### src/rtl/lut_multiplier_32b_seq_ctrl.sv
// Sequential 32x32 unsigned multiplier: one 32x4 nibble product per RUN cycle,
// shift-accumulated into a 64-bit result, with valid/ready on both sides.
module lut_multiplier_32b_seq_ctrl #(
    parameter bit SKIP_ZERO = 1'b1
) (
    input  logic        clk_32b,
    input  logic        resetn_32b,
    input  logic        in_valid,
    output logic        in_ready,
    input  logic [31:0] source_number_32b_0,
    input  logic [31:0] source_number_32b_1,
    output logic        out_valid,
    input  logic        out_ready,
    output logic [63:0] result_64b,
    output logic        busy,
    output logic [2:0]  nib_idx
);

    localparam logic [1:0] IDLE = 2'd0;
    localparam logic [1:0] RUN  = 2'd1;
    localparam logic [1:0] DONE = 2'd2;

    logic [1:0]  state_q;
    logic [31:0] a_q;
    logic [31:0] b_q;
    logic [63:0] acc_q;
    logic [63:0] result_q;
    logic [2:0]  nib_q;

    logic [3:0]  nibble;
    logic [35:0] partial;
    logic [63:0] acc_next;
    logic [5:0]  rest_shift;
    logic        last_step;

    always_comb begin
        nibble     = b_q[{nib_q, 2'b00} +: 4];
        partial    = {4'b0, a_q} * {32'b0, nibble};
        acc_next   = acc_q + ({28'b0, partial} << {nib_q, 2'b00});
        rest_shift = {1'b0, nib_q, 2'b00} + 6'd4;
        // Nibble 7 always ends the run; otherwise exit early once no nonzero nibble remains.
        last_step  = (nib_q == 3'd7) ||
                     (SKIP_ZERO && ((b_q >> rest_shift) == 32'b0));
    end

    always_ff @(posedge clk_32b) begin
        if (!resetn_32b) begin
            state_q  <= IDLE;
            a_q      <= 32'b0;
            b_q      <= 32'b0;
            acc_q    <= 64'b0;
            result_q <= 64'b0;
            nib_q    <= 3'b0;
        end else begin
            case (state_q)
                IDLE: begin
                    if (in_valid) begin
                        a_q     <= source_number_32b_0;
                        b_q     <= source_number_32b_1;
                        acc_q   <= 64'b0;
                        nib_q   <= 3'b0;
                        state_q <= RUN;
                    end
                end
                RUN: begin
                    acc_q <= acc_next;
                    nib_q <= nib_q + 3'd1;
                    if (last_step) begin
                        result_q <= acc_next;
                        state_q  <= DONE;
                    end
                end
                DONE: begin
                    if (out_ready) begin
                        state_q <= IDLE;
                    end
                end
                default: state_q <= IDLE;
            endcase
        end
    end

    // Result lives in its own register so it survives the next accept clearing acc.
    assign in_ready   = (state_q == IDLE);
    assign out_valid  = (state_q == DONE);
    assign busy       = (state_q == RUN) || (state_q == DONE);
    assign result_64b = result_q;
    assign nib_idx    = nib_q;

endmodule

### config.mk
export PLATFORM = sky130hd
export DESIGN_NAME = lut_multiplier_32b_seq_ctrl
export DESIGN_NICKNAME = d
export VERILOG_FILES = /design/src/rtl/lut_multiplier_32b_seq_ctrl.sv
export SDC_FILE = /design/constraint.sdc
export NUM_CORES = 1
export LEC_CHECK = 0
export ABC_AREA = 1
export CORE_ASPECT_RATIO = 1.4
export CORE_UTILIZATION = 50
export CTS_CLUSTER_SIZE = 12
export DETAILED_ROUTE_END_ITERATION = 8
export GPL_TIMING_DRIVEN = 0
export PLACE_DENSITY = 0.76
export SYNTH_ARGS = -nofsm -noshare
export SYNTH_HDL_FRONTEND = slang
export SYNTH_SLANG_ARGS = --single-unit
### constraint.sdc
create_clock -name clk_32b -period 8.65 [get_ports clk_32b]
set_input_delay 2.595 -clock clk_32b [delete_from_list [all_inputs] [get_ports clk_32b]]
set_output_delay 2.595 -clock clk_32b [all_outputs]
set_load 0.02 [all_outputs]
# Yosys cells after proc, flatten, opt, wreduce, memory -nomap -nowiden
# Cells that the tools add are included.
# W data, S select, Z words.
classes:
  bitwise: 0
  mux: 8
  reduce_logical: 9
  add_sub_neg: 3
  multipliers: 1
  eq_ne: 6
  n_div: 0
  shifts: 3
  magnitude_cmp: 0
op_table:
  columns: ["operator", "count"]
  rows:
  - ["$pmux W64 S2", 1]
  - ["$add A64 B64 Y64", 1]
  - ["$mux W64", 1]
  - ["$shl A36 B5 Y64", 1]
  - ["$mul A32 B4 Y36", 1]
  - ["$logic_not A32 Y1", 1]
  - ["$shiftx A32 B6 Y4", 1]
  - ["$shr A32 B6 Y32", 1]
  - ["$add A5 B3 Y6 const B", 1]
  - ["$mux W2", 3]
  - ["$pmux W2 S3", 1]
  - ["$pmux W3 S2", 1]
  - ["$reduce_and A2 Y1", 3]
  - ["$ne A2 B2 Y1 const B", 2]
  - ["$add A3 B1 Y3 const B", 1]
  - ["$eq A3 B3 Y1 const B", 1]
  - ["$mux W3", 1]
  - ["$reduce_and A3 Y1", 1]
  - ["$eq A2 B1 Y1 const B", 1]
  - ["$eq A2 B2 Y1 const B", 1]
  - ["$logic_not A2 Y1", 1]
  - ["$logic_or A1 B1 Y1", 2]
  - ["$ne A2 B1 Y1 const B", 1]
  - ["$reduce_bool A2 Y1", 1]
word_totals:
  rom_bits: 0
  register_bits: 197
  wordCells: 36
  output_inout_bits: 70
  mem_count: 0
  mem_bits_rw: 0
  latchBits: 0

# Longest topological paths before layout
# Gate-level depths: netlist of the first run.
depth:
  word_depth: 6
  ltp_mapped: 49
  depth_no_buf: 47

# Least setup slack after synthesis of the first run
# OpenSTA, ideal clock, no wires.
synth_path:
  path_kind: "register to register"
  from: "register nib_q[1] (netlist: nib_idx[1])"
  to: "register acc_q[43]"
  t_required_ns: 8.580
  t_arrival_ns: 6.234
  setup_ns: 0.070
  path_stages_with_launch: 41
  slack_ns: 2.345
  cell_sequence: "dfxtp_1 inv_1 buf_2 clkbuf_1 o21ai_0 nand2_1 o21ai_0 clkbuf_1 nor2_1 fa_1 inv_1 fa_1 inv_1 ha_1 nand3_1 nand2_1 nand2_1 nand3_1 [... 5 more ...] or2_2 nand3_1 nand3_1 nand3_1 o21ai_0 ha_1 a21oi_1 o21ai_0 o21bai_1 a21oi_1 nand2_1 a21boi_0 o21ai_0 nand2_1 inv_1 nor2_1 nand2_1 a21oi_1"
synth_via:
  elab_chain_cells: 5
synth_lines:
  columns: ["element", "line", "text"]
  rows:
  - ["start, declared", "28", "logic [2:0] nib_q;"]
  - ["start signal, assigned", "67", "nib_q <= nib_q + 3'd1;"]
  - ["$shiftx A32 B6 Y4", "37", "nibble = b_q[{nib_q, 2'b00} +: 4];"]
  - ["$mul A32 B4 Y36", "38", "partial = {4'b0, a_q} * {32'b0, nibble};"]
  - ["$shl A36 B5 Y64 (*)", "39", "acc_next = acc_q + ({28'b0, partial} << {nib_q, 2'b00});"]
  - ["$add A64 B64 Y64 (*)", "39", null]
  - ["$pmux W64 S2 (*)", "55", "case (state_q)"]
  - ["end signal, assigned", "66", "acc_q <= acc_next;"]
  - ["end, declared", "26", "logic [63:0] acc_q;"]
# Every way passes the cells marked *; elsewhere a longest branch is shown, timed or not.
# A chain may end at the register's enable or synchronous reset.

# Worst setup path after layout of the first run
layout_path:
  from: "register nib_q[0] (netlist: nib_idx[0])"
  to: "register acc_q[37]"
# The elaborated chain is that of the path after synthesis.

==> results of run 1 <==
-- area by class of cell --
cell class                 instances  share of cell area
sequential                       197              0.2014
multi-input combinational       2062              0.5840
inverter                         336             0.06440
clock inverter                    13            0.006645
buffer                           106             0.02319
clock buffer                      18             0.02191
timing repair buffer             137             0.07002
tap                              445             0.02843
-- registers in the layout, indices dropped and copies added, names as in the netlist --
register / cells
state_q: 2
a_q: 32
acc_q: 64
b_q: 32
result_64b: 64
nib_idx: 3
-- layer usage --
layer | share of wire | vias up | routed length (um) | track usage
li1 | - | 9097 | - | -
met1 | 0.37 | 8731 | 24650 | 0.4030
met2 | 0.49 | 715 | 32390 | 0.6811
met3 | 0.050 | 223 | 3340 | 0.04837
met4 | 0.088 | 0 | 5794 | 0.3038
met5 | 0 | - | 0 | 0
-- worst max path at each step --
| stage | from | end | slack [ns] | depth (start not counted) |
|---|---|---|---|---|
| 3_5_place_dp | nib_idx[0] | acc_q[31] | -0.11 | 39 |
| 6_report | nib_idx[0] | acc_q[37] | 0.28 | 36 |
| 4_1_cts | nib_idx[1] | acc_q[43] | 0.03 | 36 |
| 3_3_place_gp | nib_idx[0] | acc_q[31] | -0.04 | 38 |
| 5_1_grt | nib_idx[0] | acc_q[43] | 0.007 | 42 |
| 2_1_floorplan | nib_idx[1] | acc_q[43] | 2.35 | 40 |
-- cell usage after synthesis, types with 4 or more instances --
master and n:
sky130_fd_sc_hd__nand2_1 534, sky130_fd_sc_hd__ha_1 108, sky130_fd_sc_hd__a221oi_1 6, sky130_fd_sc_hd__a21o_1 14, sky130_fd_sc_hd__nor4_1 10, sky130_fd_sc_hd__o211ai_1 12
sky130_fd_sc_hd__dfxtp_1 197, sky130_fd_sc_hd__a21boi_0 10, sky130_fd_sc_hd__xor2_1 48, sky130_fd_sc_hd__o21ai_0 261, sky130_fd_sc_hd__buf_1 16, sky130_fd_sc_hd__or2_2 13
sky130_fd_sc_hd__buf_2 15, sky130_fd_sc_hd__fa_1 61, sky130_fd_sc_hd__nor2_1 435, sky130_fd_sc_hd__inv_1 332, sky130_fd_sc_hd__nand4_1 19, sky130_fd_sc_hd__a211oi_1 5
sky130_fd_sc_hd__nor3_1 22, sky130_fd_sc_hd__a21oi_1 246, sky130_fd_sc_hd__o21bai_1 11, sky130_fd_sc_hd__clkbuf_1 71, sky130_fd_sc_hd__and3_1 4, sky130_fd_sc_hd__nand3b_1 7
sky130_fd_sc_hd__xnor2_1 18, sky130_fd_sc_hd__a31oi_1 19, sky130_fd_sc_hd__o21ai_1 16, sky130_fd_sc_hd__nand3_1 164
-- metrics by stage --
step | TNS [ns] | hold slack (ns) | setup WS [ns] | util
3_3_place_gp | -0.06541 | 0.4525 | -0.03922 | 0.5678
4_1_cts | 0 | 0.4753 | 0.03101 | 0.5845
6_report | 0 | 0.4758 | 0.2753 | 0.5862
3_5_place_dp | -0.4110 | 0.4626 | -0.1130 | 0.5678
5_1_grt | 0 | 0.4902 | 0.006943 | 0.5862
2_1_floorplan | 0 | 0.4422 | 2.345 | -
-- cell families after synthesis --
family	synth area share
flops	0.2314
fa+ha+maj	0.1510
xor+xnor	0.03392
buf+inv	0.09978
mux	0.001762
simple gates	0.2906
compound gates	0.1916
-- what timing repair did --
item,in CTS,in global routing
resized for setup,4,32
endpoints found under the hold margin,0,0
endpoints found under the setup margin,12,80
-- report_power, final --
group	switching (mW)	internal (mW)	total (mW)
clock network	0.436	0.384	0.820
registers	0.0335	0.952	0.985
logic	0.748	0.333	1.08
-- critical path: cells and delay by family, from the launching register on --
family,cells,cell delay [ns]
AO/OA/AOI/OAI,12,2.40
adder cells (fa/ha/maj),4,1.91
buffers and inverters,7,1.34
flip-flops,1,0.38
XOR/XNOR,2,0.58
AND/OR/NAND/NOR,11,1.65
==> impl_summary.txt, run 1 <==
----------------------------------------------------
[Floorplan]
  Total Die Area ... between 0.03 and 0.04 sq mm
  Starting utilization of the core area ... 0.5101
  Floorplan Core Area ... 0.03341 sq mm
  Number of rows in the core area ... about 80
  Die outline width ... roughly 160 um
  Num ports ... ~140
  Die extent in y ... about 220 um

[Timing]
  Ratio of final minimum period to clock period ... 0.9682
  Final Hold Violating Endpoints ... 0
  Final Max Tran Viols ... 0
  Tightest Pin Transition ... between 1 and 1.5 ns
  Unrepaired setup endpoints after global routing ... no
  Relative slew slack ... 0.2052
  Final number of setup-violating endpoints ... 0
  Peak Freq ... 0.1194 GHz
  Post-Route Skew ... between 0.01 and 0.015 ns
  Clock period minus worst slack ... between 8 and 9 ns

[Critical path]
  Largest fanout of any net on the critical path ... 10
  FF-to-FF End ... acc_q[37]
  Number of cell instances on the worst register-to-register path ... 36
  Cell type of the slowest stage on the worst timing path ... sky130_fd_sc_hd__fa_1
  Critical path data required time ... around 9.0 ns
  Arrival time of the worst setup path ... approximately 8.7 ns
  Startpoint Class ... flop
  Cell occurring most often along the worst timing path ... sky130_fd_sc_hd__nand2_1
  Startpoint of the lowest-slack register-to-register path ... nib_idx[0]
  Category of the worst setup path capture point ... flop
  Worst stage delay on the critical path ... around 0.56 ns
  Crit Path Class ... flop to flop
  Flop2flop setup slack ... around 0.28 ns

[Clocking]
  Root Buffer ... sky130_fd_sc_hd__clkbuf_16
  Worst-Skew Late Latency ... between 0.4 and 0.5 ns
  Number of buffers added to fix hold violations after cts ... 0
  Number of H-tree branching levels ... 4
  Sinks on Clock Net ... roughly 200
  Maximum buffer depth of the clock tree ... 2
  Clk slew on worst S/H paths ... 0.08 ns
  Postcts setup bufs ... 0
  Clock tree from TritonCTS ... done
  Num CTS Buffers ... 17

[Cells and area]
  Fraction of final layout cells sized beyond drive strength 1 ... 0.02893
  Number of standard cells in the layout, taps in and fillers out ... 3314
  NumNets Final ... roughly 3.1k
  Syn-to-layout area delta ... 14.92%
  Commonest cells after routing, fill and taps aside ... 534 x sky130_fd_sc_hd__nand2_1, 435 x sky130_fd_sc_hd__nor2_1, 332 x sky130_fd_sc_hd__inv_1
  Final std cell area, no fill ... 0.01958 sq mm
  Number of filler instances in the final layout ... about 3.3k
  Total area of multi-input combinational cells ... between 0.01 and 0.015 sq mm
  Most common cell after layout, fill and taps aside ... sky130_fd_sc_hd__nand2_1
  Antenna Diode Count ... 0
  Register cell area after layout ... 0.003945 sq mm

[Min path]
  Depth of the worst hold-timing path ... 2
  Worst hold-check path type ... flop to flop
  Hold Path End ... acc_q[25]
  Hold_sp ... acc_q[25]

[Logic synthesis]
  Synth top area share ... 0.2314
  Share of synthesized registers carrying an async set or reset ... 0
  Cell count after synthesis ... around 2.7k
  Library cell with the largest summed area after synthesis ... sky130_fd_sc_hd__dfxtp_1
  Number of enable flip-flop cells after synthesis ... 0
  Post-synthesis instance area ... approximately 0.017 sq mm
  Unique masters post-synth ... 44
  Main flop type after synthesis ... sky130_fd_sc_hd__dfxtp_1
  Synth warn ... 0
  Register area share after synthesis ... 0.2314
  Post-synthesis sequential element count ... 197
  Total nets after synthesis ... 2938
  Largest cells by area after synthesis ... sky130_fd_sc_hd__dfxtp_1 23%, sky130_fd_sc_hd__nand2_1 12%, sky130_fd_sc_hd__nor2_1 9.6%
  Average cell area after synthesis ... around 6.3 sq um

[Global route]
  GR Overflow Total ... 0
  Maximum number of pins on one net before global-route repair ... 20
  Wire length of the first global-routing pass ... ~99000 um
  Vias in the first global route ... around 18k
  Antenna violations before repair ... 0
  Overall track demand over capacity in global routing ... 0.3819

[Drt]
  Total via count after detailed routing ... 18.77k
  Post-route ant nets ... 0
  Violation count after the first detailed-route iteration ... about 1.6k
  DRT Wirelength ... about 66000 um
  Number of detailed-routing iterations run before antenna repair ... 6
  Number of remaining DRC errors ... 0
  Routed wirelength normalized by instance count ... 19.97 um
  Via density ... around 5.7

[Status]
  Status ... completed

[Placement]
  Buffers on Ports ... 137
  Half-perimeter wire length of the detailed placement result ... approximately 55000 um
  GPL Wtd Cong ... approximately 1.0
  Placed Instances ... between 3k and 4k
  Cell area after placement ... about 0.019 sq mm

[Power]
  PD cells ... 147.4 mW/mm^2
  Leakage power ... 8.839 nW
  Peak VDD IR ... slightly above 0.00009 V
  Post-layout power ... ~2.9 mW

[Job]
  Number of maximum-capacitance constraint violations ... 0

----------------------------------------------------
No activity file was read; power rests on OpenSTA's default activity.
==> inputs of run 2 (changes only) <==
- CORE_UTILIZATION: 50 -> 45
- CTS_CLUSTER_DIAMETER: unset -> 150
- PLACE_DENSITY: 0.76 -> 0.7
==> run 2 against run 1 <==
The flow now finishes with violations (DRC). Non-clock buffer count is the same. Worst setup slack improved by 0.078 ns. Via count decreased by 1.6%. First-iteration DRC count is 30% lower. Global-route usage fell by 3.8 points. Routed wire length increased by 0.66%. Flip-flop and latch count unchanged. Utilization shrank 6.1 points. Clock power rose by 2%. Maximum frequency rose by 0.94%. Register-to-register slack gained 0.08 ns. Sequential share of layout area down 0.062 points.
==> impl_summary.txt, run 2 (synthesized netlist as in run 1, its figures left out) <==
----------------------------------------------------
[Drt]
  Number of remaining DRC errors ... 2 (+2)
  Violation count after the first detailed-route iteration ... 1123 (-30%)
  Routed wirelength normalized by instance count ... 19.93 um (-0.21%)
  Total via count after detailed routing ... 18.47k (-1.6%)
  DRT Wirelength ... 66610 um (+0.66%)
  Number of detailed-routing iterations run before antenna repair ... 7 (+1)
  Post-route ant nets ... 0 (unchanged)
  Via density ... 5.523 (-2.5%)

[Global route]
  Antenna violations before repair ... 1 (+1)
  Maximum number of pins on one net before global-route repair ... 20 (unchanged)
  Vias in the first global route ... 18.19k (-1.5%)
  GR Overflow Total ... 0 (unchanged)
  Overall track demand over capacity in global routing ... 0.3443 (-0.03758)
  Wire length of the first global-routing pass ... 100700 um (+1.8%)

[Cells and area]
  Number of standard cells in the layout, taps in and fillers out ... 3343 (+0.88%)
  NumNets Final ... 3094 (unchanged)
  Antenna Diode Count ... 0 (unchanged)
  Commonest cells after routing, fill and taps aside ... 534 x sky130_fd_sc_hd__nand2_1, 435 x sky130_fd_sc_hd__nor2_1, 332 x sky130_fd_sc_hd__inv_1
  Syn-to-layout area delta ... 15.27%
  Fraction of final layout cells sized beyond drive strength 1 ... 0.02962 (+0.0006868)
  Most common cell after layout, fill and taps aside ... sky130_fd_sc_hd__nand2_1
  Number of filler instances in the final layout ... 4002 (+20%)
  Final std cell area, no fill ... 0.01964 sq mm (+0.31%)

[Floorplan]
  Die extent in y ... 232.3 um (+5.4%)
  Total Die Area ... 0.03866 sq mm (+11%)
  Starting utilization of the core area ... 0.4555 (-0.05462)
  Number of rows in the core area ... 84 (+6.3%)
  Num ports ... 138 (unchanged)
  Floorplan Core Area ... 0.03742 sq mm (+12%)
  Die outline width ... 166.5 um (+5.3%)

[Critical path]
  Worst stage delay on the critical path ... 0.56 ns (about the same)
  Critical path data required time ... 9.03 ns (+0.03 ns)
  Top Family by Delay on Critical Path ... compound AO/OA/AOI/OAI gates
  Startpoint Class ... flop
  Count of buffering cells on the critical path with inverters included ... 7 (unchanged)
  Cell type of the slowest stage on the worst timing path ... sky130_fd_sc_hd__fa_1
  Arrival time of the worst setup path ... 8.67 ns (-0.05 ns)
  Largest fanout of any net on the critical path ... 10 (unchanged)
  Crit Path Class ... flop to flop
  Category of the worst setup path capture point ... flop

[Status]
  Status ... finished, violations left
  Violated checks ... DRC

[Timing]
  TNS Setup ... 0 ns (unchanged)
  Final Hold Violating Endpoints ... 0 (unchanged)
  Clock period minus worst slack ... 8.297 ns (-0.07760 ns)
  Final number of setup-violating endpoints ... 0 (unchanged)
  Relative slew slack ... 0.2124 (+0.007251)
  Min Hold Slack ... 0.4697 ns (-0.006116 ns)
  Final Max Tran Viols ... 0 (unchanged)
  Ratio of final minimum period to clock period ... 0.9592 (-0.008971)
  Post-Route Skew ... 0.01496 ns (+0.0009638 ns)
  Peak Freq ... 0.1205 GHz (+0.94%)
  Tightest Pin Transition ... 1.181 ns (-0.01088 ns)

[Clocking]
  Num CTS Buffers ... 17 (unchanged)
  Clock tree from TritonCTS ... done
  Sinks on Clock Net ... 197 (unchanged)
  Number of H-tree branching levels ... 4 (unchanged)
  Root Buffer ... sky130_fd_sc_hd__clkbuf_16
  Maximum buffer depth of the clock tree ... 2 (unchanged)
  Worst-Skew Late Latency ... 0.49 ns (about the same)
  Clk slew on worst S/H paths ... 0.09 ns (about the same)

[Job]
  Number of maximum-capacitance constraint violations ... 0 (unchanged)

[Power]
  Peak VDD IR ... 0.0001463 V (+61%)
  Leakage power ... 8.860 nW (+0.24%)
  PD cells ... 147.7 mW/mm^2 (+0.26%)

[Placement]
  Buffers on Ports ... 137 (unchanged)
  Half-perimeter wire length of the detailed placement result ... 56510 um (+2.0%)
  GPL Wtd Cong ... 1.021 (-2.5%)
  Cell area after placement ... 0.01900 sq mm (+0.19%)
  Placed Instances ... 3311 (+0.85%)

[Min path]
  Worst hold-check path type ... flop to flop

----------------------------------------------------
run 2: cell type report:
| cell class | instances | area [sq um] | area share |
|---|---|---|---|
| tap | 473 | 591.8 | 0.03013 |
| clock buffer | 18 | 429.2 | 0.02185 |
| timing repair buffer | 137 | 1371 | 0.06981 |
| inverter | 336 | 1261 | 0.06420 |
| sequential | 197 | 3945 | 0.2008 |
| buffer | 106 | 467.9 | 0.02382 |
| clock inverter | 14 | 158.9 | 0.008089 |
| multi-input combinational | 2062 | 11420 | 0.5813 |
run 2: path summary, 6_finish.rpt:
kind	start	endpoint	slack, ns	depth (start not counted)
hold / removal	acc_q[0]	acc_q[0]	0.47	2
setup reg to reg	nib_idx[0]	result_64b[34]	0.35	35
hold reg to reg	acc_q[0]	acc_q[0]	0.47	2
setup / recovery	nib_idx[0]	result_64b[34]	0.35	35
run 2: power breakdown:
| part | internal (mW) | total, mW | switching, mW | leakage, nW |
|---|---|---|---|---|
| clock | 0.411 | 0.836 | 0.425 | 0.287 |
| sequential | 0.952 | 0.984 | 0.0327 | 1.60 |
| combinational | 0.334 | 1.08 | 0.748 | 6.97 |
run 2: per-layer routing:
metal | global-route usage | share of wire
met5 | 0 | 0.00020
met4 | 0.2393 | 0.070
met3 | 0.04142 | 0.036
met2 | 0.6394 | 0.51
met1 | 0.3613 | 0.38
run 2: timing repair:
| item | in CTS | in global routing |
|---|---|---|
| gates resized for setup | 5 | 44 |
| buffers inserted | 0 | 0 |
| endpoints found under the setup margin | 17 | 80 |
| hold buffers | 0 | 0 |
run 2: tightest hold or removal path, cell delays in order, from the launching register on:
cell	delay [ns]
sky130_fd_sc_hd__dfxtp_1	0.32
sky130_fd_sc_hd__nand2_1	0.06
sky130_fd_sc_hd__a21oi_1	0.05
run 2: through the flow:
step / total power [mW] / setup WS (ns) / utilization
global route: 3.046 / -0.002505 / 0.5250
detailed placement: 2.052 / -0.2938 / 0.5079
floorplan: 1.693 / 2.345 / -
finish: 2.902 / 0.3529 / 0.5250
CTS: 2.884 / 0.01242 / 0.5237
global placement: 2.044 / -0.2923 / 0.5079
